## config.mk

```make
export PLATFORM = sky130hd
export DESIGN_NAME = scandblr_cfg_ctrl
export DESIGN_NICKNAME = d
export VERILOG_FILES = /design/src/rtl/scandblr_cfg_ctrl.sv
export SDC_FILE = /design/constraint.sdc
export NUM_CORES = 1
export LEC_CHECK = 0
export CELL_PAD_IN_SITES_DETAIL_PLACEMENT = 1
export CELL_PAD_IN_SITES_GLOBAL_PLACEMENT = 2
export CORE_UTILIZATION = 26
export DETAILED_ROUTE_END_ITERATION = 6
export HOLD_SLACK_MARGIN = 0.12
export PLACE_DENSITY_LB_ADDON = 0.1
export SYNTH_ARGS = -nofsm -noshare
export SYNTH_HDL_FRONTEND = slang
export SYNTH_SLANG_ARGS = --single-unit
```

## constraint.sdc

```tcl
create_clock -name clk -period 2.8 [get_ports clk]
set_clock_uncertainty 0.05 [all_clocks]
set_input_delay 0.28 -clock clk [delete_from_list [all_inputs] [get_ports clk]]
set_output_delay 0.28 -clock clk [all_outputs]
set_load 0.05 [all_outputs]
```

## src/rtl/scandblr_cfg_ctrl.sv

```systemverilog
// Scandoubler settings byte owner: boot-reads the byte from SRAM, applies hotkey toggles, writes it back.
// Latency: first IDLE BOOT_DELAY+RD_WAIT clocks after reset release; toggle in IDLE -> byte updated next clock.
// Backpressure: none; toggles latch into sticky pending flags and are served after the current read/write ends.
module scandblr_cfg_ctrl #(
  parameter logic [20:0] CFG_ADDR   = 21'h008FD5,
  parameter int unsigned BOOT_DELAY = 8,
  parameter int unsigned RD_WAIT    = 2,
  parameter int unsigned WR_WAIT    = 2
) (
  input  logic        clk,
  input  logic        rst_n,
  input  logic        toggle_sd,
  input  logic        toggle_scan,
  input  logic [7:0]  sram_data_in,
  output logic [20:0] sram_addr,
  output logic [7:0]  sram_data_out,
  output logic        sram_data_oe,
  output logic        sram_we_n,
  output logic [7:0]  scandblr_reg,
  output logic        cfg_valid,
  output logic        busy
);

  typedef enum logic [2:0] {
    S_BOOT, S_RD, S_IDLE, S_WR_SETUP, S_WR_PULSE, S_WR_HOLD
  } state_e;

  // Terminal counts: the counter restarts at 0 on every state entry.
  localparam logic [7:0] BOOT_LAST = 8'(BOOT_DELAY - 1);
  localparam logic [7:0] RD_LAST   = 8'(RD_WAIT - 1);
  localparam logic [7:0] WR_LAST   = 8'(WR_WAIT - 1);

  state_e     state_q, state_d;
  logic [7:0] cnt_q, cnt_d;
  logic [7:0] reg_q, reg_d;
  logic       valid_q, valid_d;
  logic       pend_sd_q, pend_sd_d;
  logic       pend_scan_q, pend_scan_d;
  logic       we_n_q, we_n_d;
  logic       oe_q, oe_d;
  logic       consume;
  logic       rd_done;

  // A pending toggle is served only from IDLE; both flags are consumed together.
  assign consume = (state_q == S_IDLE) && (pend_sd_q || pend_scan_q);
  assign rd_done = (state_q == S_RD) && (cnt_q == RD_LAST);

  // State, counter, settings byte and registered SRAM strobes.
  always_ff @(posedge clk or negedge rst_n) begin
    if (!rst_n) begin
      state_q     <= S_BOOT;
      cnt_q       <= 8'd0;
      reg_q       <= 8'h00;
      valid_q     <= 1'b0;
      pend_sd_q   <= 1'b0;
      pend_scan_q <= 1'b0;
      we_n_q      <= 1'b1;
      oe_q        <= 1'b0;
    end else begin
      state_q     <= state_d;
      cnt_q       <= cnt_d;
      reg_q       <= reg_d;
      valid_q     <= valid_d;
      pend_sd_q   <= pend_sd_d;
      pend_scan_q <= pend_scan_d;
      we_n_q      <= we_n_d;
      oe_q        <= oe_d;
    end
  end

  // Next state and dwell counter.
  always_comb begin
    state_d = state_q;
    cnt_d   = 8'd0;
    unique case (state_q)
      S_BOOT: begin
        if (cnt_q == BOOT_LAST) state_d = S_RD;
        else                    cnt_d   = cnt_q + 8'd1;
      end
      S_RD: begin
        if (rd_done) state_d = S_IDLE;
        else         cnt_d   = cnt_q + 8'd1;
      end
      S_IDLE: begin
        if (consume) state_d = S_WR_SETUP;
      end
      S_WR_SETUP: state_d = S_WR_PULSE;
      S_WR_PULSE: begin
        if (cnt_q == WR_LAST) state_d = S_WR_HOLD;
        else                  cnt_d   = cnt_q + 8'd1;
      end
      S_WR_HOLD: state_d = S_IDLE;
      default:   state_d = S_BOOT;
    endcase
  end

  // Settings byte and pending flags; a new pulse wins over a same-cycle clear.
  always_comb begin
    reg_d       = reg_q;
    valid_d     = valid_q;
    pend_sd_d   = (pend_sd_q && !consume) || toggle_sd;
    pend_scan_d = (pend_scan_q && !consume) || toggle_scan;
    if (rd_done) begin
      reg_d   = sram_data_in;
      valid_d = 1'b1;
    end else if (consume) begin
      reg_d = {reg_q[7:2], reg_q[1] ^ pend_scan_q, reg_q[0] ^ pend_sd_q};
    end
  end

  // Strobes decoded from the next state so the pins come straight from flops.
  always_comb begin
    oe_d   = (state_d == S_WR_SETUP) || (state_d == S_WR_PULSE) || (state_d == S_WR_HOLD);
    we_n_d = (state_d != S_WR_PULSE);
  end

  assign sram_addr     = CFG_ADDR;
  assign sram_data_out = reg_q;
  assign sram_data_oe  = oe_q;
  assign sram_we_n     = we_n_q;
  assign scandblr_reg  = reg_q;
  assign cfg_valid     = valid_q;
  assign busy          = (state_q != S_IDLE);

endmodule

```

# Yosys cells after proc, flatten, opt, wreduce, memory -nomap -nowiden

Index checks and enable logic that the tools add are counted.

Flip-flop bits (word level): 24
Bits in latches: 0
Memory bits (writable): 0
Memory bits (read-only): 0
Input bits: 12
Output and inout port bits: 41
Memories: 0

$add $sub $neg: 1
Multiply operators: 0
Div/mod/pow operators: 0
$lt $le $gt $ge: 0
Eq/ne operators: 12
Shift operators: 0
Muxes and demuxes: 11
Bitwise operators: 2
Reduce and logical (&&, ||, !) cells: 12

Operators by type and width:

| operator                                                        | count |
|---|---|
| 8-bit two-way mux                                               | 4 |
| 8-bit one-hot mux with 3 select lines                           | 1 |
| 3-bit one-hot mux with 6 select lines                           | 1 |
| 3-bit == test, second input constant                            | 4 |
| 3-bit two-way mux                                               | 4 |
| 3-bit by 2-bit == test with 1-bit output, second input constant | 3 |
| 8-bit by 1-bit adder with 8-bit output, second input constant   | 1 |
| 8-bit by 1-bit == test with 1-bit output, second input constant | 1 |
| 8-bit by 3-bit == test with 1-bit output, second input constant | 1 |
| 1-bit logical OR                                                | 5 |
| 1-bit logical AND                                               | 4 |
| 3-bit by 1-bit == test with 1-bit output, second input constant | 1 |
| 3-bit zero test                                                 | 1 |
| 3-bit by 2-bit != test with 1-bit output, second input constant | 1 |
| 3-bit != test, second input constant                            | 1 |
| 2-bit two-way mux                                               | 1 |
| 2-bit nonzero test                                              | 1 |
| 1-bit bitwise XOR                                               | 2 |
| 1-bit zero test                                                 | 1 |

# Longest topological paths before layout

Gate-level depths: netlist of run 1.

Word-level depth: 7
Mapped depth: 7
Depth with buffers taken out: 6

# Worst setup path before layout of run 1

Ideal clock, no wire load.

Kind: register -> register
Start point: reg cnt_q[1]
End point: reg reg_q[0] (netlist: scandblr_reg[0])
Library setup time: 0.125 ns
Data arrival time: 2.054 ns
Data required time: 2.625 ns
Path slack: 0.570 ns
Stages on the path, launching flop included: 8
Cells stage by stage: dfrtp_1 -> inv_1 -> ha_1 -> or4b_4 -> or2_4 -> or3_1 -> buf_6 -> mux2_4

Cells in the longest elaborated chain, start to end: 3
Elaborated cells between the ends (all ways): 4
Those cells by class: 1 x eq/ne; 1 x mux; 2 x reduce/logical

Ends and longest elaborated chain:

| item                                                    | line | RTL |
|---|---|---|
| from (decl)                                             | 34   | `logic [7:0] cnt_q, cnt_d;` |
| from (signal assigned)                                  | 61   | `cnt_q <= cnt_d;` |
| 8-bit by 1-bit == test with 1-bit output *              | 46   | `assign rd_done = (state_q == S_RD) && (cnt_q == RD_LAST);` |
| 1-bit logical AND *                                     | 46   |  |
| 8-bit two-way mux or 2-bit nonzero test (tied branches) | -    |  |
| to (signal assigned)                                    | 62   | `reg_q <= reg_d;` |
| to (decl)                                               | 35   | `logic [7:0] reg_q, reg_d;` |

Every way passes the cells marked *; elsewhere a longest branch is shown, timed or not. The select of a mux whose other input is x is not followed.
A chain may end at the register's enable or synchronous reset.

# Final worst setup path of run 1

Same ends and word-level chain as after synthesis.

==> qor.yml, run 1 <==
root_buffer: "clkbuf_8"
holdBufCountCts: 0
drt-initial-drc-count: 15
drv_cap: 0
routedWlPerCell_um: 12.3
clk_path_buf_depth: 2
muxShareOfSynthArea_pct: 8.96
grt_max_degree: 25
die-area_um2: 5440
fin_setup_tns_ps: 0
hold_viol_final: 0
powerDensity_nw_per_um2: 1280
wl_met2_mm: 1.22
antenna_left: 0
worst_pin_slew_ps: 534
routed.top_layer: "met4"
reg2reg_from: "cnt_q[1]"
vias: 851
gr-usage-all-layers_pct: 10.7
r2r_end: "scandblr_reg[0]"
post-place-cells: 212
synth_area_per_cell_um2: 10.6
fmax_ghz: 0.403
setup_viol: 0
drt-met1-wl_mm: 1.28
antenna_cells: 0
r2r_cells: 6
ys_seq_elements: 24
power_mw: 2.07
instances_no_fill: 216
cp.required_ps: 2900
drt-pass1-iter-count: 3
die_h_um: 73.8
syn_inst: 126
ys_seq_area_share_pct: 44.9
endpoint_kind: "register"
wl_mm: 2.65
numCtsBuffers: 3
rsz0062_at_grt: "no"
nFillCells: 563
final_util_pct: 33.4
synth_edf_count: 0
cp_top_family: "simple AND/OR/NAND/NOR gates"
design_area_um2: 1620
slowest_delay_ps: 590
clkLatencyLatePin_ps: 260
drc: 0
dpl_cell_area_um2: 1580
ioPinCount: 53
dp_hpwl_mm: 1.99
async_flop_share_pct: 100
synth_cell_types: 35
timing.hold.ws_ps: 327
path_max_fanout: 9
ys.flop_type: "dfrtp_1"
path_class: "register to register"
fin_nets: 164
area_growth_pct: 21.0
relSlewSlack_pct: 64.4
crit_arrival_ps: 2580
grt-ovfl-total: 0
synth_top_family_by_area: "buffers and inverters"
die_w_um: 73.8
core_area_um2: 4850
synth_xor_area_share_pct: 4.58
outcome: "complete, no violations"
postCtsSetupRepairBufs: 0
path_clk_slew_ps: 90
htree_levels: 1
dp_slack_ps: 289
grt_pass1_wl_mm: 4.30
ir_drop_mv: 0.359
synth_area_um2: 1340
cp-start-kind: "register"
hold_class: "input port to asynchronous set/reset pin"
fin_crit_ps: 2480
start_util_pct: 27.6
ctsResizeCount: 0
viasPerCell: 3.94
critPathBufInv: 1
leakagePower_nw: 0.734
crit_chain: "inv_1 -> ha_1 -> or4b_4 -> or2_4 -> or3_1 -> mux2_4"
layout-drive-gt1-share_pct: 12.1
antenna_found_initial: 0
wl_met3_um: 126
synthSimpleGateAreaFrac_pct: 15.2
rrSetupSlack_ps: 320
synthAdderAreaFrac_pct: 1.87
synth_compound_area_share_pct: 5.70
rows: 25
final_max_slew_viol_count: 0
fin_crit_sh_pct: 88.5
yosys_warnings: 0
cts_tree: "done"
numClockSinks: 24
setup_slack_ps: 321
place_congestion: 0.717
cpMaxStageDelayCell: "or3_1"
io_buffers: 31
grt_pass1_vias: 820
cell families after synthesis:
logic type / after synthesis
mux: 8
buf+inv: 34
other cells: 2
xor+xnor: 7
compound gates: 11
fa+ha+maj: 2
flops: 24
simple gates: 38
final cells by class:
class / instances / area, um^2 / share of cell area (%)
Clock buffer: 4 / 45.0 / 2.78
Inverter: 2 / 7.51 / 0.463
Multi-Input combinational cell: 87 / 566 / 34.9
Sequential cell: 24 / 602 / 37.1
Tap cell: 67 / 83.8 / 5.17
Timing Repair Buffer: 32 / 318 / 19.6
synth_stat cells, types with 2 or more instances:
library cell / number / area (um^2)
a21oi_1: 2 / 10.0
clkbuf_1: 2 / 7.51
buf_4: 29 / 218
o21ai_0: 2 / 10.0
mux2_4: 8 / 120
nor2_1: 13 / 48.8
nand2b_1: 2 / 12.5
xnor2_1: 3 / 26.3
ha_1: 2 / 25.0
inv_1: 2 / 7.51
nand2_1: 6 / 22.5
xor2_1: 4 / 35.0
nand3_1: 4 / 20.0
nor3b_1: 2 / 15.0
dfrtp_1: 23 / 576
conb_1: 2 / 7.51
a21o_1: 2 / 15.0
layout by cell type, fill, tap and decap left out:
cell type	count
ha_1	2
o311ai_0	1
a21o_1	2
mux2_4	8
a22oi_1	1
xor2_1	4
a221o_1	1
nand3_1	4
o31ai_1	1
or3_2	1
nand2_1	6
xnor2_1	3
nor3_1	1
clkbuf_8	3
clkbuf_1	1
or2_2	1
nand2b_1	2
o21ai_0	2
nor4b_1	1
or4b_4	1
or3_1	1
o21bai_1	1
clkdlybuf4s50_1	31
buf_4	1
and3_1	1
and3_2	1
dfrtp_1	23
nor3b_1	2
conb_1	21
or2b_1	1
inv_1	2
nand3b_1	1
or2_4	1
dfstp_2	1
nor2_1	13
a21oi_1	2
worst reg2reg max path: cells and delay by family, from the launching register on:
family,cells,cell delay [ps]
mux,1,390
fa+ha+maj,1,150
simple gates,3,1320
flops,1,400
buf+inv,1,60
layer usage:
| metal | track usage [%] | vias to the layer above |
|---|---|---|
| met5 | 0 | - |
| met2 | 16.1 | 27 |
| met3 | 2.47 | 2 |
| met4 | 3.85 | 0 |
| li1 | - | 412 |
| met1 | 15.0 | 410 |
where the power goes:
part           switching [mW]  total, mW  internal [mW]
logic                   0.777       1.25          0.472
registers               0.130      0.606          0.476
clock network           0.112      0.214          0.102
how the worst max path moves through the flow:
stage | to | start | cells past startpoint | slack (ps)
floorplan | scandblr_reg[0] | cnt_q[1] | 7 | 570
finish | scandblr_reg[0] | cnt_q[1] | 6 | 320
global route | scandblr_reg[0] | cnt_q[1] | 6 | 170
detailed placement | scandblr_reg[0] | cnt_q[1] | 6 | 290
global placement | scandblr_reg[3] | cnt_q[1] | 6 | 370
CTS | scandblr_reg[0] | cnt_q[1] | 6 | 270
Power figures use the tool's default switching activity.
==> run 2: changes to the inputs <==
CORE_ASPECT_RATIO = 0.5   (was not set)
==> run 2 against run 1 <==
Routed wire length is 0.68% lower. Flip-flop and latch count unchanged. Largest cell class unchanged. Non-clock buffer count unchanged. Setup slack improved by 6.7 ps. Critical path depth did not move. First-iteration DRC count rose by 100%. Critical endpoint is now scandblr_reg[2].
==> qor.yml, run 2 (synthesis results as in run 1) <==
path_clk_slew_ps: 90  # about the same
rsz0062_at_grt: "no"
fin_crit_ps: 2470  # -6.72 ps
wl_mm: 2.63  # -0.68%
layout_commonest_cell: "clkdlybuf4s50_1"
crit_arrival_ps: 2580  # about the same
seqPwrFrac_pct: 28.1  # -1.2 points
multi_input_area_um2: 566  # unchanged
cp.required_ps: 2900  # about the same
root_buffer: "clkbuf_8"
p_switching_mw: 1.02  # +0.50%
holdBufCountCts: 0  # unchanged
design_area_um2: 1650  # +1.9%
postCtsSetupRepairBufs: 0  # unchanged
htree_levels: 1  # unchanged
hold_class: "input port to asynchronous set/reset pin"
instances_no_fill: 219  # +1.4%
final_max_slew_viol_count: 0  # unchanged
worst_pin_slew_ps: 522  # -12.2 ps
layout_common_cells: "31 x clkdlybuf4s50_1, 23 x dfrtp_1, 21 x conb_1, 13 x nor2_1, 8 x mux2_4"
swShare_pct: 47.4  # -1.9 points
dpl_cell_area_um2: 1580  # +0.24%
ir_drop_mv: 0.481  # +34%
viasPerCell: 4.00  # +1.5%
place_congestion: 0.687  # -4.1%
powerDensity_nw_per_um2: 1310  # +2.7%
die_w_um: 104  # +40%
fin_setup_tns_ps: 0  # unchanged
clkPwrFrac_pct: 14.1  # +3.8 points
cts_tree: "done"
rows: 18  # -28%
clk_path_buf_depth: 2  # unchanged
numCtsBuffers: 3  # unchanged
hold_viol_final: 0  # unchanged
vias: 876  # +2.9%
drc: 0  # unchanged
internal_power_mw: 1.14  # +8.6%
die-area_um2: 5460  # +0.33%
cp-start-kind: "register"
setup_viol: 0  # unchanged
power_frac_comb_pct: 57.8  # -2.6 points
layout-drive-gt1-share_pct: 12.8  # +0.67 points
rrSetupSlack_ps: 330  # about the same
dp_hpwl_mm: 1.92  # -3.6%
io_buffers: 31  # unchanged
drt-initial-drc-count: 30  # +15
fin_nets: 164  # unchanged
relSlewSlack_pct: 65.1  # +0.70 points
leakagePower_nw: 0.747  # +1.8%
die_h_um: 52.8  # -28%
clkLatencyLatePin_ps: 270  # about the same
final-seq-area_um2: 602  # unchanged
path_max_fanout: 9  # unchanged
path_class: "register to register"
antenna_found_initial: 0  # unchanged
ctsResizeCount: 0  # unchanged
wl_met2_mm: 1.07  # -12%
core_area_um2: 4930  # +1.7%
grt-ovfl-total: 0  # unchanged
outcome: "complete, no violations"
numClockSinks: 24  # unchanged
gr-usage-all-layers_pct: 10.6  # -0.16 points
grt_pass1_wl_mm: 4.29  # -0.16%
drt-pass1-iter-count: 4  # +1
drv_cap: 0  # unchanged
antenna_left: 0  # unchanged
grt_pass1_vias: 813  # -0.85%
fin_crit_sh_pct: 88.3  # -0.24 points
ioPinCount: 53  # unchanged
fmax_ghz: 0.404  # +0.27%
routedWlPerCell_um: 12.0  # -2.0%
post-place-cells: 215  # +1.4%
wl_met3_um: 173  # +37%
r2r_cells: 6  # unchanged
grt_max_degree: 25  # unchanged
reg2reg_from: "cnt_q[1]"
antenna_cells: 0  # unchanged
drt-met1-wl_mm: 1.36  # +6.5%
r2r_end: "scandblr_reg[2]"
start_util_pct: 27.2  # -0.47 points
endpoint_kind: "register"
routed.top_layer: "met4"
area_growth_pct: 23.2
nFillCells: 549  # -2.5%
## run 2: how the worst max path moves through the flow
stage | startpoint | endpoint | slack (ps) | depth (start not counted)
2_1_floorplan | cnt_q[1] | scandblr_reg[0] | 570 | 7
3_3_place_gp | cnt_q[1] | scandblr_reg[1] | 360 | 6
3_5_place_dp | cnt_q[1] | scandblr_reg[0] | 310 | 6
4_1_cts | cnt_q[1] | scandblr_reg[2] | 300 | 6
5_1_grt | state_q[0] | busy | 210 | 3
6_report | cnt_q[1] | scandblr_reg[2] | 330 | 6
## run 2: stage by stage
stage               setup slack [ps]  total power, mW  hold WS [ps]  utilization [%]
floorplan                        570             1.61         -65.6                -
global placement                 365             1.87           402             32.0
detailed placement               311             1.88           409             32.0
CTS                              301             2.20           333             33.5
global route                     213             2.29           358             33.5
finish                           328             2.16           319             33.5
## run 2: power by group through the flow
stage / Sequential (mW) / Clock [mW] / Combinational (mW)
2_1_floorplan: 0.814 / 0 / 0.793
3_5_place_dp: 0.617 / 0 / 1.26
6_report: 0.608 / 0.306 / 1.25
4_1_cts: 0.611 / 0.320 / 1.26
3_3_place_gp: 0.617 / 0 / 1.25
5_1_grt: 0.633 / 0.330 / 1.33
## run 2: layout make-up
class	count	share of cell area, %
tap	70	5.30
multi-input combinational	87	34.2
timing repair buffer	32	19.2
inverter	2	0.455
clock inverter	1	1.82
clock buffer	3	2.50
sequential	24	36.4
## run 2: worst max-delay path, stage by stage (launching register included)
cell	delay (ps)
dfrtp_1	400
inv_1	60
ha_1	140
or4b_4	470
or2_4	260
or3_1	580
mux2_4	380
## run 2: layer usage
metal / GRT usage [%] / vias up
met5: 0 / -
met4: 2.17 / 0
met1: 14.1 / 422
met2: 16.6 / 42
met3: 3.73 / 2
li1: - / 410
